`src/rtl/ps2_pkg.sv`:
```
// ps2_pkg: shared PS/2 constants, host transmitter FSM encodings and parity helper.
package ps2_pkg;

    localparam logic [2:0] S_IDLE      = 3'd0;
    localparam logic [2:0] S_INHIBIT   = 3'd1;
    localparam logic [2:0] S_RTS       = 3'd2;
    localparam logic [2:0] S_DATA      = 3'd3;
    localparam logic [2:0] S_WAIT_IDLE = 3'd4;

    localparam logic [7:0] PS2_CMD_RESET  = 8'hFF;
    localparam logic [7:0] PS2_CMD_ENABLE = 8'hF4;
    localparam logic [7:0] PS2_CMD_SETLED = 8'hED;

    localparam int PS2_FRAME_EDGES = 11;

    function automatic logic odd_parity(input logic [7:0] b);
        return ~^b;
    endfunction

endpackage

```
`src/rtl/ps2_line_sync.sv`:
```
// ps2_line_sync: 2-FF synchronizers for the PS/2 clock/data lines plus a clock falling-edge strobe.
module ps2_line_sync (
    input  logic i_clk,
    input  logic i_rst_n,
    input  logic i_ck,
    input  logic i_dt,
    output logic o_ck,
    output logic o_dt,
    output logic o_fall
);

    logic [1:0] r_ck;
    logic [1:0] r_dt;
    logic       r_ck_d;

    // Idle PS/2 lines are high, so reset to 1 to avoid a spurious edge
    always_ff @(posedge i_clk or negedge i_rst_n) begin
        if (!i_rst_n) begin
            r_ck   <= 2'b11;
            r_dt   <= 2'b11;
            r_ck_d <= 1'b1;
        end else begin
            r_ck   <= {r_ck[0], i_ck};
            r_dt   <= {r_dt[0], i_dt};
            r_ck_d <= r_ck[1];
        end
    end

    assign o_ck   = r_ck[1];
    assign o_dt   = r_dt[1];
    assign o_fall = r_ck_d & ~r_ck[1];

endmodule

```
`src/rtl/ps2_host_tx.sv`:
```
// ps2_host_tx: host-to-device PS/2 command transmitter (inhibit, request-to-send, 11-edge frame, ACK check).
// Define PS2_HOST_TX_TIMEOUT_EN to add a frame timeout from clock release to completion.
module ps2_host_tx
    import ps2_pkg::*;
#(
    parameter int CLK_HZ     = 50000000,
    parameter int INHIBIT_US = 120,
    parameter int TIMEOUT_MS = 20
)(
    input  logic       CLOCK,
    input  logic       reset,
    input  logic [7:0] txData,
    input  logic       txStart,
    output logic       busy,
    output logic       done,
    output logic       error,
    input  logic       ps2ckIn,
    input  logic       ps2dtIn,
    output logic       ps2ckOe,
    output logic       ps2dtOe
);

    localparam int INHIBIT_CYCLES = CLK_HZ / 1000000 * INHIBIT_US;
    localparam int IW             = $clog2(INHIBIT_CYCLES + 1);

    logic [2:0]    r_state;
    logic [9:0]    r_shift;
    logic [IW-1:0] r_cnt;
    logic [3:0]    r_edges;
    logic          r_dt;
    logic          r_done;
    logic          r_err;
    logic          w_ck;
    logic          w_dt;
    logic          w_fall;
    logic          w_timeout;
    logic          w_in_frame;

    ps2_line_sync u_sync (
        .i_clk   (CLOCK),
        .i_rst_n (reset),
        .i_ck    (ps2ckIn),
        .i_dt    (ps2dtIn),
        .o_ck    (w_ck),
        .o_dt    (w_dt),
        .o_fall  (w_fall)
    );

    assign w_in_frame = (r_state == S_DATA) || (r_state == S_WAIT_IDLE);

`ifdef PS2_HOST_TX_TIMEOUT_EN
    localparam int TO_CYCLES = CLK_HZ / 1000 * TIMEOUT_MS;
    localparam int TW        = $clog2(TO_CYCLES + 1);

    logic [TW-1:0] r_to;

    // Restarts at clock release, so it spans DATA entry through WAIT_IDLE
    always_ff @(posedge CLOCK or negedge reset) begin
        if (!reset)
            r_to <= '0;
        else
            r_to <= (r_state == S_RTS) ? '0 : w_in_frame ? r_to + TW'(1) : r_to;
    end

    assign w_timeout = w_in_frame && (r_to == TW'(TO_CYCLES - 1));
`else
    assign w_timeout = 1'b0;
`endif

    always_ff @(posedge CLOCK or negedge reset) begin
        if (!reset) begin
            r_state <= S_IDLE;
            r_shift <= '0;
            r_cnt   <= '0;
            r_edges <= '0;
            r_dt    <= 1'b0;
            r_done  <= 1'b0;
            r_err   <= 1'b0;
        end else begin
            r_done <= 1'b0;
            r_err  <= 1'b0;
            if (w_timeout) begin
                r_state <= S_IDLE;
                r_err   <= 1'b1;
            end else begin
                case (r_state)
                    S_IDLE: if (txStart) begin
                        r_shift <= {1'b1, odd_parity(txData), txData};
                        r_cnt   <= '0;
                        r_edges <= '0;
                        r_state <= S_INHIBIT;
                    end
                    S_INHIBIT: begin
                        r_cnt   <= r_cnt + IW'(1);
                        r_state <= (r_cnt == IW'(INHIBIT_CYCLES - 1)) ? S_RTS : S_INHIBIT;
                    end
                    S_RTS: begin
                        r_dt    <= 1'b1;
                        r_state <= S_DATA;
                    end
                    S_DATA: if (w_fall) begin
                        r_edges <= (r_edges == 4'(PS2_FRAME_EDGES)) ? r_edges : r_edges + 4'd1;
                        // Edges 1..10 present data, parity, stop; edge 11 is the device ACK slot
                        if (r_edges == 4'(PS2_FRAME_EDGES - 1)) begin
                            r_state <= w_dt ? S_IDLE : S_WAIT_IDLE;
                            r_err   <= w_dt;
                        end else begin
                            r_dt    <= ~r_shift[0];
                            r_shift <= {1'b0, r_shift[9:1]};
                        end
                    end
                    S_WAIT_IDLE: if (w_ck && w_dt) begin
                        r_done  <= 1'b1;
                        r_state <= S_IDLE;
                    end
                    default: r_state <= S_IDLE;
                endcase
            end
        end
    end

    assign busy    = r_state != S_IDLE;
    assign done    = r_done;
    assign error   = r_err;
    assign ps2ckOe = (r_state == S_INHIBIT) || (r_state == S_RTS);
    assign ps2dtOe = (r_state == S_RTS) || ((r_state == S_DATA) && r_dt);

endmodule

```
`config.mk`:
```
export PLATFORM = sky130hd
export DESIGN_NAME = ps2_host_tx
export DESIGN_NICKNAME = d
export VERILOG_FILES = /design/src/rtl/ps2_pkg.sv /design/src/rtl/ps2_line_sync.sv /design/src/rtl/ps2_host_tx.sv
export SDC_FILE = /design/constraint.sdc
export NUM_CORES = 1
export LEC_CHECK = 0
export CORE_MARGIN = 2
export CORE_UTILIZATION = 30
export CTS_BUF_LIST = sky130_fd_sc_hd__clkbuf_4
export CTS_CLUSTER_DIAMETER = 50
export DETAILED_ROUTE_END_ITERATION = 12
export DONT_BUFFER_PORTS = 1
export SLEW_MARGIN = 20
export SYNTH_ARGS = -nofsm -noshare
export SYNTH_HDL_FRONTEND = slang
export SYNTH_HIERARCHICAL = 1
export SYNTH_SLANG_ARGS = --single-unit
export TNS_END_PERCENT = 10
```
`constraint.sdc`:
```
create_clock -name CLOCK -period 2 [get_ports CLOCK]
set_input_delay 0.3 -clock CLOCK [delete_from_list [all_inputs] [get_ports CLOCK]]
set_output_delay 0.3 -clock CLOCK [all_outputs]
set_load 0.02 [all_outputs]
```
## After elaboration in Yosys (flattened, before gate mapping)

Index checks and enable logic that the tools add are counted.

| word-level totals | value |
|---|---|
| bits in registers | 38 |
| input bits | 13 |
| output and inout bits | 5 |
| logic and storage cells | 68 |

| operators by class | value |
|---|---|
| $add $sub $neg | 2 |
| equal/unequal tests | 13 |
| multiplexer cells | 25 |
| bitwise operators | 3 |
| reductions and logical operators | 15 |

Operators with widths:

| cell | number |
|---|---|
| 2-to-1 mux 10 bit | 3 |
| one-hot mux 13 bit (2 select lines) | 1 |
| one-hot mux 10 bit (2 select lines) | 1 |
| 2-to-1 mux 3 bit | 5 |
| one-hot mux 3 bit (5 select lines) | 1 |
| adder 13 x 1 -> 13 bit, second input constant | 1 |
| == test 13 bit, second input constant | 1 |
| 2-to-1 mux 13 bit | 1 |
| 2-to-1 mux 4 bit | 3 |
| AND reduction 4 bit | 3 |
| == test 4 bit, second input constant | 2 |
| one-hot mux 4 bit (2 select lines) | 1 |
| XNOR reduction 8 bit | 1 |
| 2-to-1 mux 1 bit | 7 |
| == test 3 x 2 -> 1 bit, second input constant | 2 |
| != test 2 x 1 -> 1 bit, second input constant | 3 |
| != test 2 bit, second input constant | 3 |
| nonzero test 2 bit | 3 |
| adder 4 x 1 -> 4 bit, second input constant | 1 |
| == test 3 x 1 -> 1 bit, second input constant | 1 |
| == test 3 bit, second input constant | 1 |
| zero test 3 bit | 1 |
| AND reduction 3 bit | 1 |
| nonzero test 3 bit | 1 |
| other kinds (7) | 10 |

## Depth between registers and ports, before layout

| logic depth | value |
|---|---|
| depth after elaboration | 4 |
| mapped depth | 8 |
| depth with buffers taken out | 6 |

## Hierarchy

Netlist, hierarchy kept.

Modules (own cells, without submodules):

| module | instances | cells an instance | area each (sq um) | seq. area each (sq um) |
|---|---|---|---|---|
| ps2_host_tx | 1 | 185 | 1803.0 | 825.8 |
| ps2_line_sync | 1 | 6 | 145.1 | 131.4 |

## Worst setup path before layout

OpenSTA, ideal clock, no wires.

| timing | value |
|---|---|
| kind | register -> register |
| from | reg r_edges[0] |
| to | reg r_shift[8] |
| setup time | 124 ps |
| arrival time | 1484 ps |
| data required time | 1876 ps |
| slack | 392 ps |
| cell stages (with the launch flop) | 8 |
| path buffers | 1 |
| period minus slack after synthesis | 1608 ps |
| cells stage by stage | dfrtp_1 -> inv_1 -> ha_1 -> and3b_1 -> clkbuf_1 -> o2bb2ai_2 -> nor2_1 -> a211o_1 |

| on the way | value |
|---|---|
| longest elaborated chain between the ends | 3 |

RTL lines:

| element | line | RTL |
|---|---|---|
| from (decl) | ps2_host_tx.sv:29 | `logic [3:0] r_edges;` |
| from (signal assigned) | ps2_host_tx.sv:102 | `r_edges <= (r_edges == 4'(PS2_FRAME_EDGES)) ? r_edges : r_edges + 4'd1;` |
| == test 4 bit | ps2_host_tx.sv:104 | `if (r_edges == 4'(PS2_FRAME_EDGES - 1)) begin` |
| != test 2 bit (no line) | - |  |
| AND reduction 4 bit (no line) | - |  |
| to (signal assigned) | ps2_host_tx.sv:88 | `r_shift <= {1'b1, odd_parity(txData), txData};` |
| to (signal assigned) | ps2_host_tx.sv:109 | `r_shift <= {1'b0, r_shift[9:1]};` |
| to (decl) | ps2_host_tx.sv:27 | `logic [9:0] r_shift;` |

No other way between the ends.
A chain may end at the register's enable or synchronous reset.

## Worst setup path after layout

| timing | value |
|---|---|
| from | reg r_state[2] |
| to | out ps2dtOe |

| on the way | value |
|---|---|
| longest elaborated chain between the ends | 3 |
| elaborated cells on any way between the ends | 4 |
| those cells by class | eq/ne: 2; reduce/logical: 2 |

RTL lines:

| element | line | RTL |
|---|---|---|
| from (decl) | ps2_host_tx.sv:26 | `logic [2:0] r_state;` |
| from (signal assigned) | ps2_host_tx.sv:95 | `r_state <= (r_cnt == IW'(INHIBIT_CYCLES - 1)) ? S_RTS : S_INHIBIT;` |
| from (signal assigned) | ps2_host_tx.sv:105 | `r_state <= w_dt ? S_IDLE : S_WAIT_IDLE;` |
| == test 3 x 2 -> 1 bit | ps2_host_tx.sv:126 | `assign ps2dtOe = (r_state == S_RTS) \|\| ((r_state == S_DATA) && r_dt);` |
| logical AND 1 bit | ps2_host_tx.sv:126 |  |
| logical OR 1 bit (*) | ps2_host_tx.sv:126 |  |
| to (decl) | ps2_host_tx.sv:20 | `output logic ps2dtOe` |

Mark *: on every way between the ends. The rest lies on a longest branch, timed or not.

==> flow_metrics.tcl <==
set metrics [dict create \
    grt_pass1_vias 1446 \
    report.final.slew_viol_count 0 \
    yosys.area.top_type_share 0.4239 \
    regToRegSetupSlack_ns 0.29 \
    fp.dieH_um 84.59 \
    setup.worst_path.start "r_state[2]" \
    area_growth_syn_to_layout_pct 10.66 \
    cpMaxStageDelayCell "sky130_fd_sc_hd__dfrtp_1" \
    hpwl_um 2592 \
    synth_cell_types 47 \
    crit_required_ns 1.70 \
    grt_first_pass_wirelength_um 6644 \
    rows 29 \
    ys_warn_count 6 \
    avgRoutedWirePerCell_um 13.75 \
    worst_skew_pair.late_latency_ns 0.35 \
    clock-skew-final_ns 0.01789 \
    gp_congestion 0.7678 \
    timing.rr.start "r_cnt[4]" \
    clk_root_buffer_cell "sky130_fd_sc_hd__clkbuf_4" \
    timing.setup.tns_ns 0 \
    antenna_cells_inserted 0 \
    min_delay_worst_endpoint "r_shift[4]" \
    timing_worst_setup_path_type "reg2out" \
    async_reset_ff_frac 1.000 \
    io_buffer_count 0 \
    layout-drive-gt1-share 0.1414 \
    most_common_cell_after_layout_fill_and_taps_aside "sky130_fd_sc_hd__dfrtp_1" \
    clock_tree.buffer_depth 2 \
    max_cap_viol_count 0 \
    internal_power_mw 1.308 \
    worst_setup_path_end_kind "output pin" \
    power_leakage_nw 0.8945 \
    path_cells "nand2b_1 > a21oi_1" \
    clkTransAtPathRegs_ns 0.12 \
    worst-path-buf-inv 0 \
    postSynthCellCount 191 \
    final.min_clock_period_ns 1.880 \
    vias_post_dr 1345 \
    path_delay_family "flip-flops" \
    crit_fanout 11 \
    final.period_utilization 0.9398 \
    slew_at_the_pin_closest_to_its_max_slew_limit_ns 0.4941 \
    post-route-drc-count 0 \
    path_depth 2 \
    netlist_top_cells_area "sky130_fd_sc_hd__dfrtp_1 42%, sky130_fd_sc_hd__dfstp_2 6.7%, sky130_fd_sc_hd__mux2i_1 5.1%" \
    floorplan.die_area_sq_um 7155 \
    ir_worst_vdd_v 0.0003763 \
    cts_setup_buffers 0 \
    syn-mean-instance-area_sq_um 10.20 \
    timing.critical_path.from_type "flip-flop" \
    initial_core_util 0.3086 \
    detail_route.first_pass.iterations 4 \
    synth-edff-count 0 \
    fillers 647 \
    design.core.area_sq_um 6314 \
    worst-endpoint-arrival_ns 1.58 \
    worst_hold_path_type "in2reg" \
    power.switching_mw 0.5007 \
    utilization 0.3415 \
    maximum_number_of_pins_on_one_net_before_global_route_repair 39 \
    synth_top_cell_by_area "sky130_fd_sc_hd__dfrtp_1" \
    report.final.setup_viol 0 \
    cell_area_after_synthesis_sq_um 1948 \
    rsz0062_at_grt "no" \
    cts_max_level 2 \
    postRouteAntennaNets 0 \
    final_cell_mix "32 x sky130_fd_sc_hd__dfrtp_1, 21 x sky130_fd_sc_hd__nand2_1, 20 x sky130_fd_sc_hd__o21ai_1" \
    seq_power_share 0.553 \
    io_pins 18 \
    initialDrtViolationCount 61 \
    number_of_antenna_violations_at_the_first_check_in_global_routing 0 \
    relSlewSlack 0.6716 \
    track_usage 0.1165 \
    synth_seq_area_share 0.4913 \
    timing.critical_path.slowest_cell_delay_ns 0.54 \
    min_path_cells 2 \
    r2r-end "r_state[0]" \
    mappedNetlistNets 207 \
    p_clk_frac 0.304 \
    hold_wc_startpoint "txData[4]" \
    grt_overflow 0 \
    die_w_um 84.59 \
    power.density_cell_area_nw_per_um2 839.1 \
    hold_violations 0 \
    worst-r2r-cell-count 4 \
    nNetsFinal 213 \
    run_status "finished, final reports clean" \
    route.final.wire_length_um 3782 \
    route.detailed.vias_per_inst 4.891 \
    synthFlopType "sky130_fd_sc_hd__dfrtp_1" \
    postSynthRegisterBits 38 \
    p_sw_frac 0.2768 \
    clock_tree_from_tritoncts "yes" \
    tritoncts.num_buffers 5 \
    combPwrFrac 0.144 \
    tritoncts_num_sinks 38 \
    clock.fmax_mhz 532.1 \
]
-- area by class of cell --
cell class | instances | area (sq um) | share of cell area
clock inverters | 1 | 30.03 | 0.01393
inverters | 8 | 30.03 | 0.01393
flip-flops and latches | 38 | 958.4 | 0.4446
repair buffers | 9 | 87.58 | 0.04063
well taps | 77 | 96.34 | 0.04469
clock buffers | 7 | 52.55 | 0.02438
multi-input cells | 135 | 900.9 | 0.4179
-- cells in the mapped netlist, types with 3 or more instances --
master / n
sky130_fd_sc_hd__buf_4: 3
sky130_fd_sc_hd__dfrtp_1: 33
sky130_fd_sc_hd__buf_2: 3
sky130_fd_sc_hd__ha_1: 3
sky130_fd_sc_hd__o31ai_1: 3
sky130_fd_sc_hd__dfstp_2: 5
sky130_fd_sc_hd__nand2_1: 21
sky130_fd_sc_hd__a21oi_1: 6
sky130_fd_sc_hd__nand3_1: 8
sky130_fd_sc_hd__nand4_1: 4
sky130_fd_sc_hd__nor2_1: 12
sky130_fd_sc_hd__inv_1: 8
sky130_fd_sc_hd__a22o_1: 3
sky130_fd_sc_hd__mux2i_1: 10
sky130_fd_sc_hd__o21ai_1: 20
sky130_fd_sc_hd__xnor2_1: 8
-- worst max path at each step --
stage,to,slack [ns]
after floorplan,r_shift[8],0.39
after global placement,r_state[0],0.31
after detailed placement,r_shift[8],0.32
after CTS,ps2dtOe,0.07
after global routing,ps2dtOe,0.03
final,ps2dtOe,0.12
-- per-layer routing --
metal | track usage | up-vias | routed length, um
met5 | 0 | - | 0
met4 | 0.04906 | 0 | 73
met3 | 0.03638 | 6 | 132
met2 | 0.1682 | 19 | 1574
met1 | 0.1613 | 627 | 2002
li1 | - | 693 | -
-- sequential cells by signal, indices dropped and copies added, names as in the netlist --
signal         count
r_cnt             13
r_shift           10
r_edges            4
r_state            3
u_sync/r_ck        2
u_sync/r_dt        2
done               1
error              1
r_dt               1
u_sync/r_ck_d      1
-- power by group through the flow --
| stage | clock network [mW] | logic (mW) | registers, mW |
|---|---|---|---|
| after floorplan | 0 | 0.210 | 0.981 |
| after global placement | 0 | 0.232 | 1.01 |
| after detailed placement | 0 | 0.238 | 1.01 |
| after CTS | 0.579 | 0.264 | 1.00 |
| after global routing | 0.611 | 0.299 | 1.02 |
| final | 0.549 | 0.260 | 1.00 |
-- worst register-to-register path, cell delays in order (launching register included) --
cell	delay [ns]
sky130_fd_sc_hd__dfrtp_1	0.45
sky130_fd_sc_hd__or4b_1	0.55
sky130_fd_sc_hd__nor4_2	0.34
sky130_fd_sc_hd__nor2_1	0.09
sky130_fd_sc_hd__o21a_1	0.17
-- cells by family after synthesis --
family          Yosys count  share of synthesized area
simple gates             67                     0.2010
compound gates           45                     0.1458
flops                    38                     0.4913
buf+inv                  18                    0.04624
xor+xnor                 10                    0.04496
mux                      10                    0.05138
fa+ha+maj                 3                    0.01927
-- through the flow --
stage	power (mW)	cell area (sq um)	std cells	worst slack [ns]	hold slack (ns)
after floorplan	1.191	1948	191	0.3921	0.004409
after global routing	1.931	2156	275	0.02766	0.1081
final	1.809	2156	275	0.1205	0.1316
after detailed placement	1.252	2022	263	0.3205	0.004999
after global placement	1.245	2022	263	0.3126	0.005071
after CTS	1.843	2155	275	0.07463	0.1110
-- what timing repair did --
action	4_1_cts	5_1_grt
hold buffers	4	0
setup endpoints to repair	0	1
hold endpoints to repair	40	0
resized for setup	0	1
Power figures use the tool's default switching activity.
